### src/rtl/rriot_arb_pkg.sv
// Shared types and idle-bus constants for the mcs6530 RRIOT bus arbiter.
package rriot_arb_pkg;

    localparam int unsigned ADDR_W = 10;
    localparam int unsigned DATA_W = 8;

    typedef enum logic [1:0] {
        IDLE      = 2'd0,
        HOST_ADDR = 2'd1,
        HOST_WAIT = 2'd2,
        HOST_ACK  = 2'd3
    } state_t;

    typedef enum logic [1:0] {
        OWN_IDLE = 2'd0,
        OWN_CPU  = 2'd1,
        OWN_HOST = 2'd2
    } owner_t;

    // RS0=0 with CS1=1 selects no region, so an idle bus never touches timer/IO
    localparam logic IDLE_RS0  = 1'b0;
    localparam logic IDLE_CS1  = 1'b1;
    localparam logic IDLE_WE_N = 1'b1;

    typedef struct packed {
        logic              we_n;
        logic [ADDR_W-1:0] a;
        logic              rs0;
        logic              cs1;
        logic [DATA_W-1:0] di;
    } bus_req_t;

    function automatic bus_req_t idle_bus();
        bus_req_t b;
        b.we_n = IDLE_WE_N;
        b.a    = '0;
        b.rs0  = IDLE_RS0;
        b.cs1  = IDLE_CS1;
        b.di   = '0;
        return b;
    endfunction

endpackage

### src/rtl/rriot_starve_ctr.sv
// Saturating counter of consecutive refused host cycles; at_limit is registered.
module rriot_starve_ctr #(
    parameter int unsigned LIMIT = 4,
    parameter int unsigned W     = 4
) (
    input  logic clk,
    input  logic rst,
    input  logic inc,
    input  logic clr,
    output logic at_limit
);

    localparam logic [W-1:0] LIMIT_V = W'(LIMIT);

    logic [W-1:0] cnt;

    always_ff @(posedge clk or posedge rst) begin
        if (rst) begin
            cnt      <= '0;
            at_limit <= (LIMIT == 0);
        end else if (clr) begin
            cnt      <= '0;
            at_limit <= (LIMIT == 0);
        end else if (inc && !at_limit) begin
            cnt      <= cnt + W'(1);
            at_limit <= ((cnt + W'(1)) == LIMIT_V);
        end
    end

endmodule

### src/rtl/rriot_bus_arbiter.sv
// Shares the mcs6530 bus between the 6502 (priority, stalled via RDY) and a host port.
// Build option RRIOT_ARB_ROM_PROTECT_EN blocks host writes to rs0=1/cs1=1 and flags host_err.
module rriot_bus_arbiter
    import rriot_arb_pkg::*;
#(
    parameter int unsigned STARVE_LIMIT = 4,
    parameter int unsigned READ_LAT     = 1,
    parameter int unsigned CNT_W        = 4
) (
    input  logic                phi2,
    input  logic                rst,
    input  logic                cpu_req,
    input  logic                cpu_we_n,
    input  logic [ADDR_W-1:0]   cpu_a,
    input  logic                cpu_rs0,
    input  logic                cpu_cs1,
    input  logic [DATA_W-1:0]   cpu_di,
    output logic [DATA_W-1:0]   cpu_do,
    output logic                cpu_rdy,
    input  logic                host_req,
    input  logic                host_we_n,
    input  logic [ADDR_W-1:0]   host_a,
    input  logic                host_rs0,
    input  logic                host_cs1,
    input  logic [DATA_W-1:0]   host_di,
    output logic                host_ack,
    output logic [DATA_W-1:0]   host_do,
    output logic                host_err,
    output logic                dev_we_n,
    output logic [ADDR_W-1:0]   dev_a,
    output logic                dev_rs0,
    output logic                dev_cs1,
    output logic [DATA_W-1:0]   dev_di,
    input  logic [DATA_W-1:0]   dev_do,
    input  logic                dev_oe,
    output logic [1:0]          owner
);

    localparam int unsigned      LAT_W     = (READ_LAT > 1) ? $clog2(READ_LAT) : 1;
    localparam logic [LAT_W-1:0] LAST_WAIT = LAT_W'(READ_LAT - 1);

    state_t           state, state_next;
    owner_t           own;
    bus_req_t         bus, cpu_bus, host_bus, lat;
    logic             lat_err;
    logic             grant, starve_inc, at_limit;
    logic [LAT_W-1:0] wait_cnt;
    logic             wait_last;

    assign cpu_bus   = '{cpu_we_n, cpu_a, cpu_rs0, cpu_cs1, cpu_di};
    assign host_bus  = '{host_we_n, host_a, host_rs0, host_cs1, host_di};
    assign wait_last = (wait_cnt == LAST_WAIT);

    assign dev_we_n = bus.we_n;
    assign dev_a    = bus.a;
    assign dev_rs0  = bus.rs0;
    assign dev_cs1  = bus.cs1;
    assign dev_di   = bus.di;
    assign owner    = own;

    rriot_starve_ctr #(
        .LIMIT (STARVE_LIMIT),
        .W     (CNT_W)
    ) u_starve (
        .clk      (phi2),
        .rst      (rst),
        .inc      (starve_inc),
        .clr      (grant),
        .at_limit (at_limit)
    );

    always_ff @(posedge phi2 or posedge rst) begin
        if (rst) begin
            state <= IDLE;
        end else begin
            state <= state_next;
        end
    end

    // Next state, bus mux and CPU handshake
    always_comb begin
        state_next = state;
        bus        = idle_bus();
        own        = OWN_IDLE;
        cpu_rdy    = 1'b1;
        cpu_do     = '0;
        grant      = 1'b0;
        starve_inc = 1'b0;
        case (state)
            IDLE: begin
                grant      = host_req && (!cpu_req || at_limit);
                starve_inc = host_req && !grant;
                if (grant) begin
                    state_next = HOST_ADDR;
                    cpu_rdy    = !cpu_req;
                end else if (cpu_req) begin
                    bus    = cpu_bus;
                    cpu_do = dev_do;
                    own    = OWN_CPU;
                end
            end
            HOST_ADDR: begin
                bus        = lat;
                bus.we_n   = lat.we_n | lat_err;
                own        = OWN_HOST;
                cpu_rdy    = 1'b0;
                state_next = HOST_WAIT;
            end
            HOST_WAIT: begin
                // Address held for the read, but the strobe is never repeated
                bus      = lat;
                bus.we_n = 1'b1;
                own      = OWN_HOST;
                cpu_rdy  = 1'b0;
                if (wait_last) begin
                    state_next = HOST_ACK;
                end
            end
            HOST_ACK: begin
                cpu_rdy    = 1'b0;
                state_next = IDLE;
            end
            default: begin
                state_next = IDLE;
            end
        endcase
    end

    // Host request latch, wait counter and host response registers
    always_ff @(posedge phi2 or posedge rst) begin
        if (rst) begin
            lat      <= idle_bus();
            wait_cnt <= '0;
            host_ack <= 1'b0;
            host_do  <= '0;
        end else begin
            if (grant) begin
                lat <= host_bus;
            end
            if (state == HOST_WAIT) begin
                wait_cnt <= wait_cnt + LAT_W'(1);
            end else begin
                wait_cnt <= '0;
            end
            if (state == HOST_WAIT && wait_last) begin
                host_do <= (lat.we_n && dev_oe) ? dev_do : '0;
            end
            host_ack <= (state_next == HOST_ACK);
        end
    end

`ifdef RRIOT_ARB_ROM_PROTECT_EN
    always_ff @(posedge phi2 or posedge rst) begin
        if (rst) begin
            lat_err  <= 1'b0;
            host_err <= 1'b0;
        end else begin
            if (grant) begin
                lat_err <= !host_we_n && host_rs0 && host_cs1;
            end
            host_err <= (state_next == HOST_ACK) && lat_err;
        end
    end
`else
    assign lat_err  = 1'b0;
    assign host_err = 1'b0;
`endif

endmodule

### config.mk
export PLATFORM = sky130hd
export DESIGN_NAME = rriot_bus_arbiter
export DESIGN_NICKNAME = d
export VERILOG_FILES = /design/src/rtl/rriot_arb_pkg.sv /design/src/rtl/rriot_starve_ctr.sv /design/src/rtl/rriot_bus_arbiter.sv
export SDC_FILE = /design/constraint.sdc
export NUM_CORES = 1
export LEC_CHECK = 0
export CAP_MARGIN = 10
export CORE_ASPECT_RATIO = 0.75
export CORE_MARGIN = 2
export CORE_UTILIZATION = 40
export DETAILED_ROUTE_END_ITERATION = 12
export HOLD_SLACK_MARGIN = 0.03
export MAX_ROUTING_LAYER = met4
export PLACE_DENSITY = 0.85
export SLEW_MARGIN = 20
export SYNTH_ARGS = -nofsm -noshare
export SYNTH_HDL_FRONTEND = slang
export SYNTH_HIERARCHICAL = 1
export SYNTH_SLANG_ARGS = --single-unit
### constraint.sdc
create_clock -name phi2 -period 2.39 [get_ports phi2]
set_input_delay 0.3585 -clock phi2 [delete_from_list [all_inputs] [get_ports phi2]]
set_output_delay 0.3585 -clock phi2 [all_outputs]
set_load 0.01 [all_outputs]
==> qor.csv <==
stage;metric;value;unit
pwr;Static Leak;1.61;nW
critical_path;Worst setup EP type;output pin;
critical_path;Crit-path slowest cell;dfrtp_1;
cells_and_area;final non-filler cell area;3160;µm²
pwr;Max IR drop VDD;692;µV
clocking;CTS Buffer Depth;2;
synthesis;number of synthesized register bits;38;
global_routing;initial antenna violation count;0;
synthesis;EDFF count, synth;0;
place;dpl hpwl;3530;µm
synthesis;asr flop ratio synth;1.00;
timing;Setup TNS;0;ps
timing;unrepaired setup endpoints after global routing;no;
hold_path;worst hold path class;in2async;
timing;clock skew;1.88;ps
clocking;clk slew on worst S/H paths;70;ps
clocking;TritonCTS Buffers;5;
timing;Final Hold Vio Count;0;
place;number of port buffers;95;
routing;Residual DRC;0;
clocking;clock latency at the later pin of the worst-skew pair;280;ps
die;Ports;97;
global_routing;largest net degree at the start of global routing;34;
synthesis;most common flop cell mapped by yosys;dfrtp_1;
place;placer's final routability congestion estimate;0.728;
clocking;H-tree depth;2;
die;Placeable Area;4840;µm²
pwr;pwr dens;1180;nW/µm²
synthesis;top-count cell post-synth;dfrtp_1;
timing;Pins Over Slew Limit;0;
synthesis;most area-hungry cell type in the Yosys netlist;dfrtp_1;
timing;worst hold slack;300;ps
global_routing;first-pass GRT wire length;7690;µm
timing;setup violators final;0;
cells_and_area;non-filler instance count after layout;323;
synthesis;Syn Inst Count;157;
die;Die Area;5550;µm²
cells_and_area;antenna cells;0;
die;Die X;85.3;µm
synthesis;top-area cell type share of the netlist area;0.454;
synthesis;Cell variety after synth;37;
routing;Vias per Instance;4.90;
critical_path;Crit Path Category;reg2out;
clocking;CTS tree;done;
critical_path;Setup crit start kind;flip-flop;
routing;drt total wl;4760;µm
place;placed insts;313;
cells_and_area;Nets;323;
clocking;Clock Tree Root;clkbuf_8;
place;dpl cell area;3040;µm²
global_routing;number of global-route vias before repair;1613;
synthesis;register area share after synthesis;0.480;
clocking;clock sinks;38;
timing;clock period minus worst slack;2260;ps
critical_path;worst-path cell chain;buf_4 > ha_1 > nor2_1 > nor2_2 > buf_12 > a22o_1 > dlygate4sd2_1;
global_routing;GR Util All Layers;0.182;
job;Max-Cap Viols;0;
die;Std-Cell Rows;22;
synthesis;Post-Syn Area;1980;µm²
synthesis;Avg Inst Size Synth;12.6;µm²
critical_path;WP buf/inv;3;
die;initial core utilization;0.410;
routing;vias;1582;
critical_path;Max FO, Critical Path;18;
global_routing;GRT overflow;0;
routing;Post-DRT Antenna Nets;0;
critical_path;max incr delay on CP;420;ps
critical_path;Crit path arrival time;1900;ps
cells_and_area;fin util;0.652;
routing;initial drt markers;24;
synthesis;top cells by area, synth;dfrtp_1 45%, mux2_4 13%, a22o_1 11%, ha_1 3.8%, and2_1 2.8%;
timing;Max Clock Freq;442;MHz
routing;DR pass1 iterations;4;
die;Chip Height;65;µm
cells_and_area;fraction of layout cells with a size suffix above 1;0.198;
critical_path;WP data required;2030;ps
run_status;status;finished, final reports clean;
synthesis;Synth warnings;6;
synthesis;Post-Syn Nets;218;
synthesis;most frequent cells after synthesis;36 x dfrtp_1, 26 x a22o_1, 17 x mux2_4, 10 x nor2_1, 9 x and2_1;
routing;drt wl/cell;14.7;µm
timing;final period utilization;0.947;
cells_and_area;area delta synth->final;59.2;%
critical_path;Top delay family on crit path;buffers and inverters;
-- registers in the layout, summed over array words and instances (netlist names) --
signal             count
host_ack               1
host_do                8
u_starve/at_limit      1
u_starve/cnt           4
wait_cnt               1
lat                   21
state                  2
-- placed cells by master, fill, tap and decap left out, types with 8 or more instances in the layout --
| cell | count |
|---|---|
| nor2_1 | 10 |
| and2_1 | 9 |
| dfrtp_1 | 36 |
| a22o_1 | 26 |
| dlygate4sd2_1 | 27 |
| buf_4 | 9 |
| mux2_4 | 17 |
| clkdlybuf4s50_1 | 64 |
| clkbuf_8 | 8 |
-- worst paths after layout --
path / cells past startpoint / from / to / slack [ps]
min in group phi2: 1 / host_do[2]$_DFFE_PP0P_ / host_do[2]$_DFFE_PP0P_ / 510
setup / recovery: 7 / state[0]$_DFF_PP0_ / dev_a[6] / 130
hold / removal: 2 / rst / u_starve/cnt[1]$_DFFE_PP0P_ / 300
max in group asynchronous: 3 / rst / lat[8]$_DFFE_PP1P_ / 1560
hold reg to reg: 1 / host_do[2]$_DFFE_PP0P_ / host_do[2]$_DFFE_PP0P_ / 510
setup reg to reg: 8 / state[0]$_DFF_PP0_ / u_starve/cnt[3]$_DFFE_PP0P_ / 310
-- metrics by stage --
step | worst slack (ps) | power, mW
5_1_grt | 0.535 | 3.99
2_1_floorplan | 457 | 2.34
3_5_place_dp | -27.2 | 3.38
3_3_place_gp | 7.30 | 3.33
6_report | 127 | 3.73
4_1_cts | 23.3 | 3.77
-- metal layers --
layer  global-route usage  up-vias  part of all wire
li1                     -      769                 -
met1                0.219      751              0.41
met2                0.313       62              0.51
met3               0.0535        0             0.071
met4               0.0238        0                 0
met5                    -        -                 0
-- layout make-up --
type | instances | area (µm²)
Fill cell | 402 | 1690
Multi-Input combinational cell | 103 | 940
Inverter | 7 | 26.3
Clock buffer | 8 | 110
Timing Repair Buffer | 107 | 1050
Tap cell | 60 | 75.1
Sequential cell | 38 | 953
-- kinds of logic after synthesis --
| group | Yosys count | share of synthesized area |
|---|---|---|
| simple gates | 36 | 0.102 |
| fa+ha+maj | 6 | 0.0378 |
| flops | 38 | 0.480 |
| other cells | 1 | 0.00189 |
| buf+inv | 16 | 0.0536 |
| mux | 23 | 0.162 |
| compound gates | 35 | 0.153 |
| xor+xnor | 2 | 0.00883 |
-- report_power, final --
part           switching, mW  leakage, nW  internal (mW)
registers              0.193        0.474          0.959
logic                  0.859         1.08           1.21
clock network          0.211       0.0575          0.291
total                   1.26         1.61           2.46
-- worst register-to-register path, delay by kind of cell (launching register included) --
kind	cells	cell delay [ps]
DFF	1	420
muxes	1	310
adders and majority gates	1	180
and+or+nand+nor	4	810
buffers and inverters	2	240
-- timing repair --
action,4_1_cts,5_1_grt
gates resized for setup,29,6
setup buffers,2,0
endpoints found under the setup margin,30,4
hold buffers,0,0
Power figures use the tool's default switching activity.
